### config.mk
export PLATFORM = sky130hd
export DESIGN_NAME = sum_scheduler
export DESIGN_NICKNAME = d
export VERILOG_FILES = /design/src/rtl/sum_sched_pkg.sv /design/src/rtl/sum_rr_arb.sv /design/src/rtl/sum_scheduler.sv
export SDC_FILE = /design/constraint.sdc
export NUM_CORES = 1
export LEC_CHECK = 0
export BUFFER_PORTS_ARGS = -buffer_cell sky130_fd_sc_hd__buf_4
export CAP_MARGIN = 20
export CORE_MARGIN = 2
export CORE_UTILIZATION = 44
export CTS_CLUSTER_DIAMETER = 30
export DETAILED_ROUTE_END_ITERATION = 8
export PLACE_DENSITY = 0.74
export REMOVE_ABC_BUFFERS = 1
export SETUP_SLACK_MARGIN = 0.3
export SKIP_CTS_REPAIR_TIMING = 1
export SLEW_MARGIN = 20
export SYNTH_ARGS = -nofsm -noshare
export SYNTH_HDL_FRONTEND = slang
export SYNTH_SLANG_ARGS = --single-unit
### constraint.sdc
create_clock -name clk -period 11.05 [get_ports clk]
set_input_delay 2.21 -clock clk [delete_from_list [all_inputs] [get_ports clk]]
set_output_delay 2.21 -clock clk [all_outputs]
set_load 0.01 [all_outputs]
### src/rtl/sum_sched_pkg.sv
// Shared types and constants for the series-sum scheduler and its arbiter.
package sum_sched_pkg;

    typedef enum logic [1:0] {
        IDLE   = 2'd0,
        ACCUM  = 2'd1,
        RESULT = 2'd2
    } state_e;

    localparam int CNT_W = 16;

    // Index width for n requesters; never narrower than one bit.
    function automatic int id_width(input int n);
        if (n > 1) begin
            return $clog2(n);
        end else begin
            return 1;
        end
    endfunction

endpackage

### src/rtl/sum_rr_arb.sv
// Round-robin arbiter: first active request at or after ptr, ascending with wrap.
module sum_rr_arb
    import sum_sched_pkg::*;
#(
    parameter int NOF_REQ = 4,
    parameter int ID_W    = id_width(NOF_REQ)
) (
    input  logic [NOF_REQ-1:0] req,
    input  logic [ID_W-1:0]    ptr,
    output logic [NOF_REQ-1:0] grant,
    output logic [ID_W-1:0]    grant_idx,
    output logic               grant_valid
);

    logic [ID_W-1:0] cand_s;

    // Rotating priority search; the first hit latches and later hits are masked.
    always_comb begin
        grant       = '0;
        grant_idx   = '0;
        grant_valid = 1'b0;
        cand_s      = '0;
        for (int i = 0; i < NOF_REQ; i++) begin
            cand_s = ID_W'((int'(ptr) + i) % NOF_REQ);
            if (!grant_valid && req[cand_s]) begin
                grant_valid = 1'b1;
                grant_idx   = cand_s;
            end else begin
                grant_valid = grant_valid;
            end
        end
        grant[grant_idx] = grant_valid;
    end

endmodule

### src/rtl/sum_scheduler.sv
// Arbitrates between requesters, sums one series of beats from the winner and
// presents the sum, beat count and owner id as a held result.
module sum_scheduler
    import sum_sched_pkg::*;
#(
    parameter  int NOF_BITS = 32,
    parameter  int NOF_REQ  = 4,
    localparam int ID_W     = id_width(NOF_REQ)
) (
    input  logic                        clk,
    input  logic                        rst_n,
    input  logic [NOF_REQ-1:0]          in_valid,
    input  logic [NOF_REQ-1:0]          in_first,
    input  logic [NOF_REQ-1:0]          in_last,
    input  logic [NOF_REQ*NOF_BITS-1:0] in_data,
    output logic [NOF_REQ-1:0]          in_ready,
    output logic                        res_valid,
    input  logic                        res_ready,
    output logic [NOF_BITS:0]           res_data,
    output logic [ID_W-1:0]             res_id,
    output logic [CNT_W-1:0]            res_cnt,
    output logic                        busy
);

    state_e              state_r;
    logic [ID_W-1:0]     ptr_r;
    logic [ID_W-1:0]     gnt_r;
    logic [NOF_BITS:0]   sum_r;
    logic [CNT_W-1:0]    cnt_r;
    logic [NOF_REQ-1:0]  in_ready_r;
    logic                res_valid_r;
    logic [NOF_BITS:0]   res_data_r;
    logic [ID_W-1:0]     res_id_r;
    logic [CNT_W-1:0]    res_cnt_r;
    logic                busy_r;

    logic [NOF_REQ-1:0]  req_s;
    logic [NOF_REQ-1:0]  arb_grant_s;
    logic [ID_W-1:0]     arb_idx_s;
    logic                arb_valid_s;
    logic [NOF_BITS-1:0] beat_data_s;
    logic                xfer_s;
    logic [NOF_BITS:0]   sum_nxt_s;
    logic [CNT_W-1:0]    cnt_nxt_s;
    logic [ID_W-1:0]     ptr_nxt_s;

    assign req_s       = in_valid & in_first;
    assign beat_data_s = in_data[gnt_r*NOF_BITS +: NOF_BITS];
    assign xfer_s      = in_valid[gnt_r] & in_ready_r[gnt_r];

    sum_rr_arb #(
        .NOF_REQ (NOF_REQ),
        .ID_W    (ID_W)
    ) u_arb (
        .req         (req_s),
        .ptr         (ptr_r),
        .grant       (arb_grant_s),
        .grant_idx   (arb_idx_s),
        .grant_valid (arb_valid_s)
    );

    // Next accumulator values for the granted requester's current beat.
    always_comb begin
        sum_nxt_s = sum_r;
        cnt_nxt_s = cnt_r;
        if (in_first[gnt_r]) begin
            sum_nxt_s = {1'b0, beat_data_s};
            cnt_nxt_s = CNT_W'(1);
        end else begin
            sum_nxt_s = sum_r + {1'b0, beat_data_s};
            if (cnt_r == {CNT_W{1'b1}}) begin
                cnt_nxt_s = cnt_r;
            end else begin
                cnt_nxt_s = cnt_r + CNT_W'(1);
            end
        end
    end

    // Pointer moves just past the requester that was served.
    always_comb begin
        ptr_nxt_s = '0;
        if (gnt_r == ID_W'(NOF_REQ - 1)) begin
            ptr_nxt_s = '0;
        end else begin
            ptr_nxt_s = gnt_r + ID_W'(1);
        end
    end

    // Control FSM with all outputs registered.
    always_ff @(posedge clk or negedge rst_n) begin
        if (!rst_n) begin
            state_r     <= IDLE;
            ptr_r       <= '0;
            gnt_r       <= '0;
            sum_r       <= '0;
            cnt_r       <= '0;
            in_ready_r  <= '0;
            res_valid_r <= 1'b0;
            res_data_r  <= '0;
            res_id_r    <= '0;
            res_cnt_r   <= '0;
            busy_r      <= 1'b0;
        end else begin
            case (state_r)
                IDLE: begin
                    if (arb_valid_s) begin
                        gnt_r      <= arb_idx_s;
                        in_ready_r <= arb_grant_s;
                        busy_r     <= 1'b1;
                        state_r    <= ACCUM;
                    end else begin
                        in_ready_r <= '0;
                        busy_r     <= 1'b0;
                    end
                end
                ACCUM: begin
                    if (xfer_s) begin
                        sum_r <= sum_nxt_s;
                        cnt_r <= cnt_nxt_s;
                        if (in_last[gnt_r]) begin
                            res_data_r  <= sum_nxt_s;
                            res_cnt_r   <= cnt_nxt_s;
                            res_id_r    <= gnt_r;
                            res_valid_r <= 1'b1;
                            in_ready_r  <= '0;
                            state_r     <= RESULT;
                        end else begin
                            state_r <= ACCUM;
                        end
                    end else begin
                        state_r <= ACCUM;
                    end
                end
                RESULT: begin
                    if (res_ready) begin
                        res_valid_r <= 1'b0;
                        busy_r      <= 1'b0;
                        ptr_r       <= ptr_nxt_s;
                        state_r     <= IDLE;
                    end else begin
                        state_r <= RESULT;
                    end
                end
                default: begin
                    state_r     <= IDLE;
                    in_ready_r  <= '0;
                    res_valid_r <= 1'b0;
                    busy_r      <= 1'b0;
                end
            endcase
        end
    end

    assign in_ready  = in_ready_r;
    assign res_valid = res_valid_r;
    assign res_data  = res_data_r;
    assign res_id    = res_id_r;
    assign res_cnt   = res_cnt_r;
    assign busy      = busy_r;

endmodule
==> flow_metrics.tcl, run 1 <==
set metrics [dict create \
    cts_buffers 9 \
    end_kind "register" \
    min_period_ps 4943 \
    reg2reg_from "gnt_r[0]" \
    crit_cells 11 \
    arrival_ps 5180 \
    placed_area_um2 9373 \
    num-nets-final 1191 \
    synth.area.top_cells "dfrtp_1 36%, mux4_2 9.6%, nand2_1 8.7%, ha_1 5.5%, o21ai_0 4.9%" \
    wl_um 20440 \
    cts_sinks 112 \
    grt_usage_pct 22.74 \
    yosysWarnings 0 \
    num_vias 6919 \
    coreArea_um2 17240 \
    slew_headroom_pct 44.20 \
    drt_iter0_markers 440 \
    htreeDepth 3 \
    ios 200 \
    crit_family "compound AO/OA/AOI/OAI gates" \
    worstPathMaxFanout 8 \
    ant_nets 0 \
    rsz0062_at_grt "no" \
    max_cap_violations 0 \
    start_util_pct 44.77 \
    seq_power_share_pct 23.0 \
    cts_tree "done" \
    hold_class "reg2reg" \
    cts_root_buf "clkbuf_16" \
    critPathLaunchType "input pin" \
    grt_pass1_wl_um 32860 \
    gp_congestion 0.8503 \
    syn_avg_cell_area_um2 9.144 \
    overflow 0 \
    hpwl_um 14780 \
    grt_pass1_vias 6554 \
    synth_top_area_share_pct 36.32 \
    r2r-end "res_data[31]" \
    setup.worst_path.end "res_data[31]" \
    seq_area_frac_synth_pct 36.32 \
    antenna_found_initial 0 \
    setup_viol 0 \
    grt_max_degree 63 \
    wl_per_cell_um 16.44 \
    netlist_instances 844 \
    yosysTopAreaCell "dfrtp_1" \
    drive_above_1_share_pct 29.27 \
    p_int_w 0.001556 \
    crit_type "in2reg" \
    clk_path_buf_depth 2 \
    antenna_cells 0 \
    reg2reg_depth 11 \
    drc 0 \
    area_growth_pct 25.78 \
    clkPwrFrac_pct 12.8 \
    critPathBufInv 1 \
    fp.dieH_um 136.4 \
    rows 48 \
    vdd_drop_max_mv 0.2065 \
    p_comb_share_pct 64.2 \
    status "finished, final reports clean" \
    switchingPower_w 0.001323 \
    p_leak_nw 4.503 \
    port_buffers 199 \
    ys.flop_type "dfrtp_1" \
    via_per_inst 5.566 \
    die_w_um 136.4 \
    p_per_area_nw_per_um2 296.6 \
    yosys.cell_types.count 67 \
    crit_chain "buf_4 > mux4_2 > ha_1 > nand3_4 > or3_4 > a2111oi_4 > o2111ai_2 > a41oi_2 > xnor2_1 > o21ai_1 > mux2_2" \
    synth-edff-count 0 \
    drv_slew 0 \
    synth_seq_cells 112 \
    async_reset_ff_share_pct 100.0 \
    design_area_um2 9707 \
    clock_skew_ps 8.576 \
    clk_pin_slew_ps 70 \
    clk_latency_ps 360 \
    critical-path-slowest-cell "ha_1" \
    fmax_mhz 202.3 \
    worst_pin_slew_ps 837.0 \
    fin_crit_sh_pct 44.73 \
    reg2reg_slack_ps 6820 \
    crit_path_start "in_data[111]" \
    required_ps 11290 \
    firstDrtPassIters 5 \
    setup-tns-final_ps 0 \
    fp.dieArea_um2 18610 \
    netlist_area_um2 7717 \
    sw_frac_of_total_pct 45.95 \
    final-hold-violation-count 0 \
    slowest_delay_ps 490 \
]
-- area by class of cell --
type | count | area (um^2)
Inverter | 15 | 56.30
Fill cell | 1540 | 7530
Timing Repair Buffer | 208 | 1562
Tap cell | 225 | 281.5
Clock inverter | 2 | 60.06
Sequential cell | 112 | 2805
Clock buffer | 14 | 274.0
Multi-Input combinational cell | 667 | 4668
-- per-layer routing --
| layer | part of all wire, % | up-vias | track usage [%] |
|---|---|---|---|
| met5 | 0 | - | 0 |
| met3 | 5.4 | 31 | 3.057 |
| li1 | - | 3406 | - |
| met1 | 45 | 3271 | 31.22 |
| met4 | 2.5 | 0 | 9.201 |
| met2 | 47 | 211 | 36.38 |
-- worst min path at each step --
stage | start | endpoint | slack (ps) | depth (start not counted)
floorplan | sum_r[8] | sum_r[8] | 450 | 2
detailed placement | res_id[1] | res_id[1] | 460 | 2
global placement | res_data[23] | res_data[23] | 460 | 2
finish | res_cnt[9] | res_cnt[9] | 480 | 2
CTS | res_id[1] | res_id[1] | 480 | 2
global route | res_cnt[9] | res_cnt[9] | 490 | 2
-- worst register-to-register path, delay by kind of cell, from the launching register on --
family                   cells  cell delay, ps
AO/OA/AOI/OAI                4             940
multiplexers                 2             900
buffers and inverters        1             640
AND/OR/NAND/NOR              2             550
adder cells (fa/ha/maj)      1             490
flip-flops                   1             460
XOR/XNOR                     1             140
-- cells in the final DEF, fill, tap and decap left out, types with 12 or more instances in the layout --
cell / instances
buf_4: 208
nand2_1: 177
dfrtp_1: 110
o21ai_0: 75
a21oi_1: 53
nor2_1: 47
ha_1: 34
mux4_2: 33
nand3_1: 26
xor2_1: 19
inv_1: 15
xnor2_1: 15
mux2_2: 13
mux2i_1: 13
o31ai_1: 12
-- Yosys cell counts (3+ instances only) --
library cell  number
nand2b_1           5
or3_1              3
o31ai_1           12
buf_1              3
o211ai_1           8
a31oi_1           10
o21a_1             5
buf_2             14
o2111ai_1          3
a21o_1            11
a21oi_1           53
nor2_1            48
nand4_1           10
nor2b_1            3
o21ai_0           76
mux2i_1           13
nor3_1            10
o21ai_1            6
inv_1             15
mux4_2            33
xnor2_1           15
or4_1              3
o221ai_1           4
nand3_1           26
dfrtp_1          112
clkbuf_1          31
or2_2              5
a211oi_1           3
mux2_2            13
and3_1             6
xor2_1            19
ha_1              34
and4_1             6
nand2_1          178
a22o_1             6
o21bai_1           5
-- stage by stage --
stage          hold slack (ps)  total power [W]  utilization (%)  setup WS (ps)  cells
4_1_cts                  482.3         0.002888            56.32           6142   1243
3_3_place_gp             460.6         0.002470            54.38           5815   1227
6_report                 477.6         0.002879            56.32           6107   1243
5_1_grt                  493.8         0.003139            56.32           5932   1243
2_1_floorplan            452.3         0.001983                -           5110    794
3_5_place_dp             464.7         0.002510            54.38           5775   1227
-- registers in the layout (all words and copies together), names as in the netlist --
name	count
busy	1
cnt_r	16
gnt_r	2
in_ready	4
ptr_r	2
res_cnt	16
res_data	33
res_id	2
res_valid	1
state_r	2
sum_r	33
-- cells by family after synthesis --
logic type / share of synthesized area [%]
fa+ha+maj: 5.772
xor+xnor: 3.859
mux: 13.21
simple gates: 18.29
compound gates: 19.07
buf+inv: 3.486
flops: 36.32
-- power groups by stage --
stage	Sequential (W)	Combinational (W)	Clock (W)
5_1_grt	0.000682	0.00207	0.000392
3_5_place_dp	0.000667	0.00184	0
6_report	0.000661	0.00185	0.000369
3_3_place_gp	0.000662	0.00181	0
2_1_floorplan	0.000707	0.00128	0
4_1_cts	0.000662	0.00185	0.000376
Power figures use the tool's default switching activity.
==> run 2, diff against run 1 <==
--- a/config.mk
+++ b/config.mk
@@ -11,7 +11,7 @@
 export CORE_UTILIZATION = 44
 export CTS_CLUSTER_DIAMETER = 30
 export DETAILED_ROUTE_END_ITERATION = 8
-export PLACE_DENSITY = 0.74
+export PLACE_DENSITY = 0.77
 export REMOVE_ABC_BUFFERS = 1
 export SETUP_SLACK_MARGIN = 0.3
 export SKIP_CTS_REPAIR_TIMING = 1
==> constraint.sdc (replaced) <==
create_clock -name clk -period 4.2 [get_ports clk]
set_input_delay 0.84 -clock clk [delete_from_list [all_inputs] [get_ports clk]]
set_output_delay 0.84 -clock clk [all_outputs]
set_load 0.01 [all_outputs]
==> run 2 against run 1 <==
Register-to-register slack got worse by 6300 ps; highest routed layer unchanged; total power increased to 2.7 times the previous value; routed wire length increased by 1.3%; first-iteration DRC count increased by 4.8%; utilization increased by 0.54 points; cell count increased by 0.56%; critical path depth unchanged; global-route usage increased by 0.70 points; largest cell class unchanged; sequential share of layout area decreased by 0.27 points.
==> flow_metrics.tcl, run 2 (synthesis gave the netlist of run 1 again) <==
set metrics [dict create \
    area_growth_pct 26.98 \
    coreArea_um2 17240 \
    final-hold-violation-count 0 \
    clkPwrFrac_pct 12.6 \
    grt_pass1_vias 6740 \
    status "finished, final reports clean" \
    num_vias 7034 \
    clk_latency_ps 370 \
    drc 0 \
    fp.dieArea_um2 18610 \
    vdd_drop_max_mv 0.4424 \
    antenna_found_initial 0 \
    r2r-end "sum_r[31]" \
    reg2reg_depth 11 \
    whs_path_depth 2 \
    reg2reg_slack_ps 560 \
    fmax_mhz 274.6 \
    hpwl_um 15560 \
    fillerInstances 1534 \
    critical-path-slowest-cell "mux4_2" \
    worstPathMaxFanout 20 \
    clock_skew_ps 9.248 \
    die_w_um 136.4 \
    wl_um 20700 \
    ios 200 \
    via_per_inst 5.627 \
    clk_path_buf_depth 2 \
    p_comb_share_pct 65.0 \
    dp_slack_ps 282.9 \
    min_period_ps 3641 \
    ant_nets 0 \
    slowest_delay_ps 540 \
    hold_class "reg2reg" \
    drt_iter0_markers 461 \
    slew_headroom_pct 40.19 \
    firstDrtPassIters 6 \
    layout_commonest_cell "buf_4" \
    switchingPower_w 0.003557 \
    port_buffers 199 \
    p_per_area_nw_per_um2 783.2 \
    num-nets-final 1198 \
    post-route-util_pct 56.85 \
    htreeDepth 3 \
    power.total_w 0.007675 \
    drive_above_1_share_pct 30.24 \
    min-delay-start "res_data[23]" \
    cts_root_buf "clkbuf_16" \
    p_leak_nw 4.542 \
    hold_path_end "res_data[23]" \
    clk_pin_slew_ps 80 \
    antenna_cells 0 \
    critPathLaunchType "register" \
    multi_input_area_um2 4677 \
    fin_crit_sh_pct 86.70 \
    gp_congestion 0.9018 \
    wl_per_cell_um 16.56 \
    final_cell_mix "212 x buf_4, 177 x nand2_1, 110 x dfrtp_1" \
    start_util_pct 44.77 \
    crit_chain "buf_12 > mux4_2 > ha_1 > nand3_4 > or3_4 > a2111oi_4 > o2111ai_2 > a41oi_2 > xnor2_1 > o21ai_1 > mux2_2" \
    p_int_w 0.004118 \
    fp.dieH_um 136.4 \
    rsz0062_at_grt "no" \
    cts_buffers 9 \
    crit_type "reg2reg" \
    grt_usage_pct 23.44 \
    worst_pin_slew_ps 897.1 \
    required_ps 4460 \
    overflow 0 \
    end_kind "register" \
    cts_tree "done" \
    setup_viol 0 \
    worst_slack_ps 558.8 \
    rows 48 \
    cts_sinks 112 \
    reg2reg_from "gnt_r[0]" \
    drv_slew 0 \
    max_cap_violations 0 \
    arrival_ps 3900 \
    register_area_um2 2805 \
    sw_frac_of_total_pct 46.34 \
    grt_pass1_wl_um 34310 \
    grt_max_degree 68 \
    seq_power_share_pct 22.4 \
]
==> run 2: final cells by class <==
type / count / share of cell area (%)
repair buffers: 215 / 16.85
multi-input cells: 667 / 47.73
flip-flops and latches: 112 / 28.63
well taps: 225 / 2.873
clock buffers: 9 / 2.298
clock inverters: 7 / 1.047
inverters: 15 / 0.5746
==> run 2: worst max-delay path by stage <==
| stage | startpoint | endpoint | cells past startpoint |
|---|---|---|---|
| 6_report | gnt_r[0] | sum_r[31] | 11 |
| 5_1_grt | gnt_r[0] | res_data[31] | 12 |
| 4_1_cts | gnt_r[0] | sum_r[31] | 11 |
| 3_5_place_dp | in_data[104] | sum_r[31] | 12 |
| 3_3_place_gp | in_data[111] | res_data[31] | 11 |
| 2_1_floorplan | gnt_r[0] | res_data[30] | 7 |
==> run 2: metrics by stage <==
step,TNS [ps],hold slack [ps],std cells,instance area (um^2)
3_3_place_gp,0,459.7,1233,9455
4_1_cts,0,483.7,1249,9783
2_1_floorplan,-43240,452.3,794,7505
3_5_place_dp,0,466.3,1233,9455
5_1_grt,0,504.6,1250,9799
6_report,0,478.5,1250,9799
==> run 2: layer usage <==
layer  global-route usage [%]  vias up  wire length [um]
met4                    7.523        0               449
li1                         -     3419                 -
met2                    38.08      210             10110
met1                    32.14     3375              9131
met3                    3.691       30              1014
met5                        0        -                 0
==> run 2: critical path, delay by kind of cell (launching register included) <==
family / cells / cell delay [ps]
multiplexers: 2 / 830
AO/OA/AOI/OAI: 4 / 900
XOR/XNOR: 1 / 150
flip-flops: 1 / 400
AND/OR/NAND/NOR: 2 / 540
buffers and inverters: 1 / 210
adder cells (fa/ha/maj): 1 / 500
==> run 2: power groups by stage <==
| stage | logic [W] | registers (W) | clock network, W |
|---|---|---|---|
| after floorplan | 0.00336 | 0.00186 | 0 |
| after global placement | 0.00481 | 0.00173 | 0 |
| after detailed placement | 0.00492 | 0.00174 | 0 |
| after CTS | 0.00495 | 0.00173 | 0.000984 |
| after global routing | 0.00554 | 0.00177 | 0.00103 |
| final | 0.00499 | 0.00172 | 0.000966 |
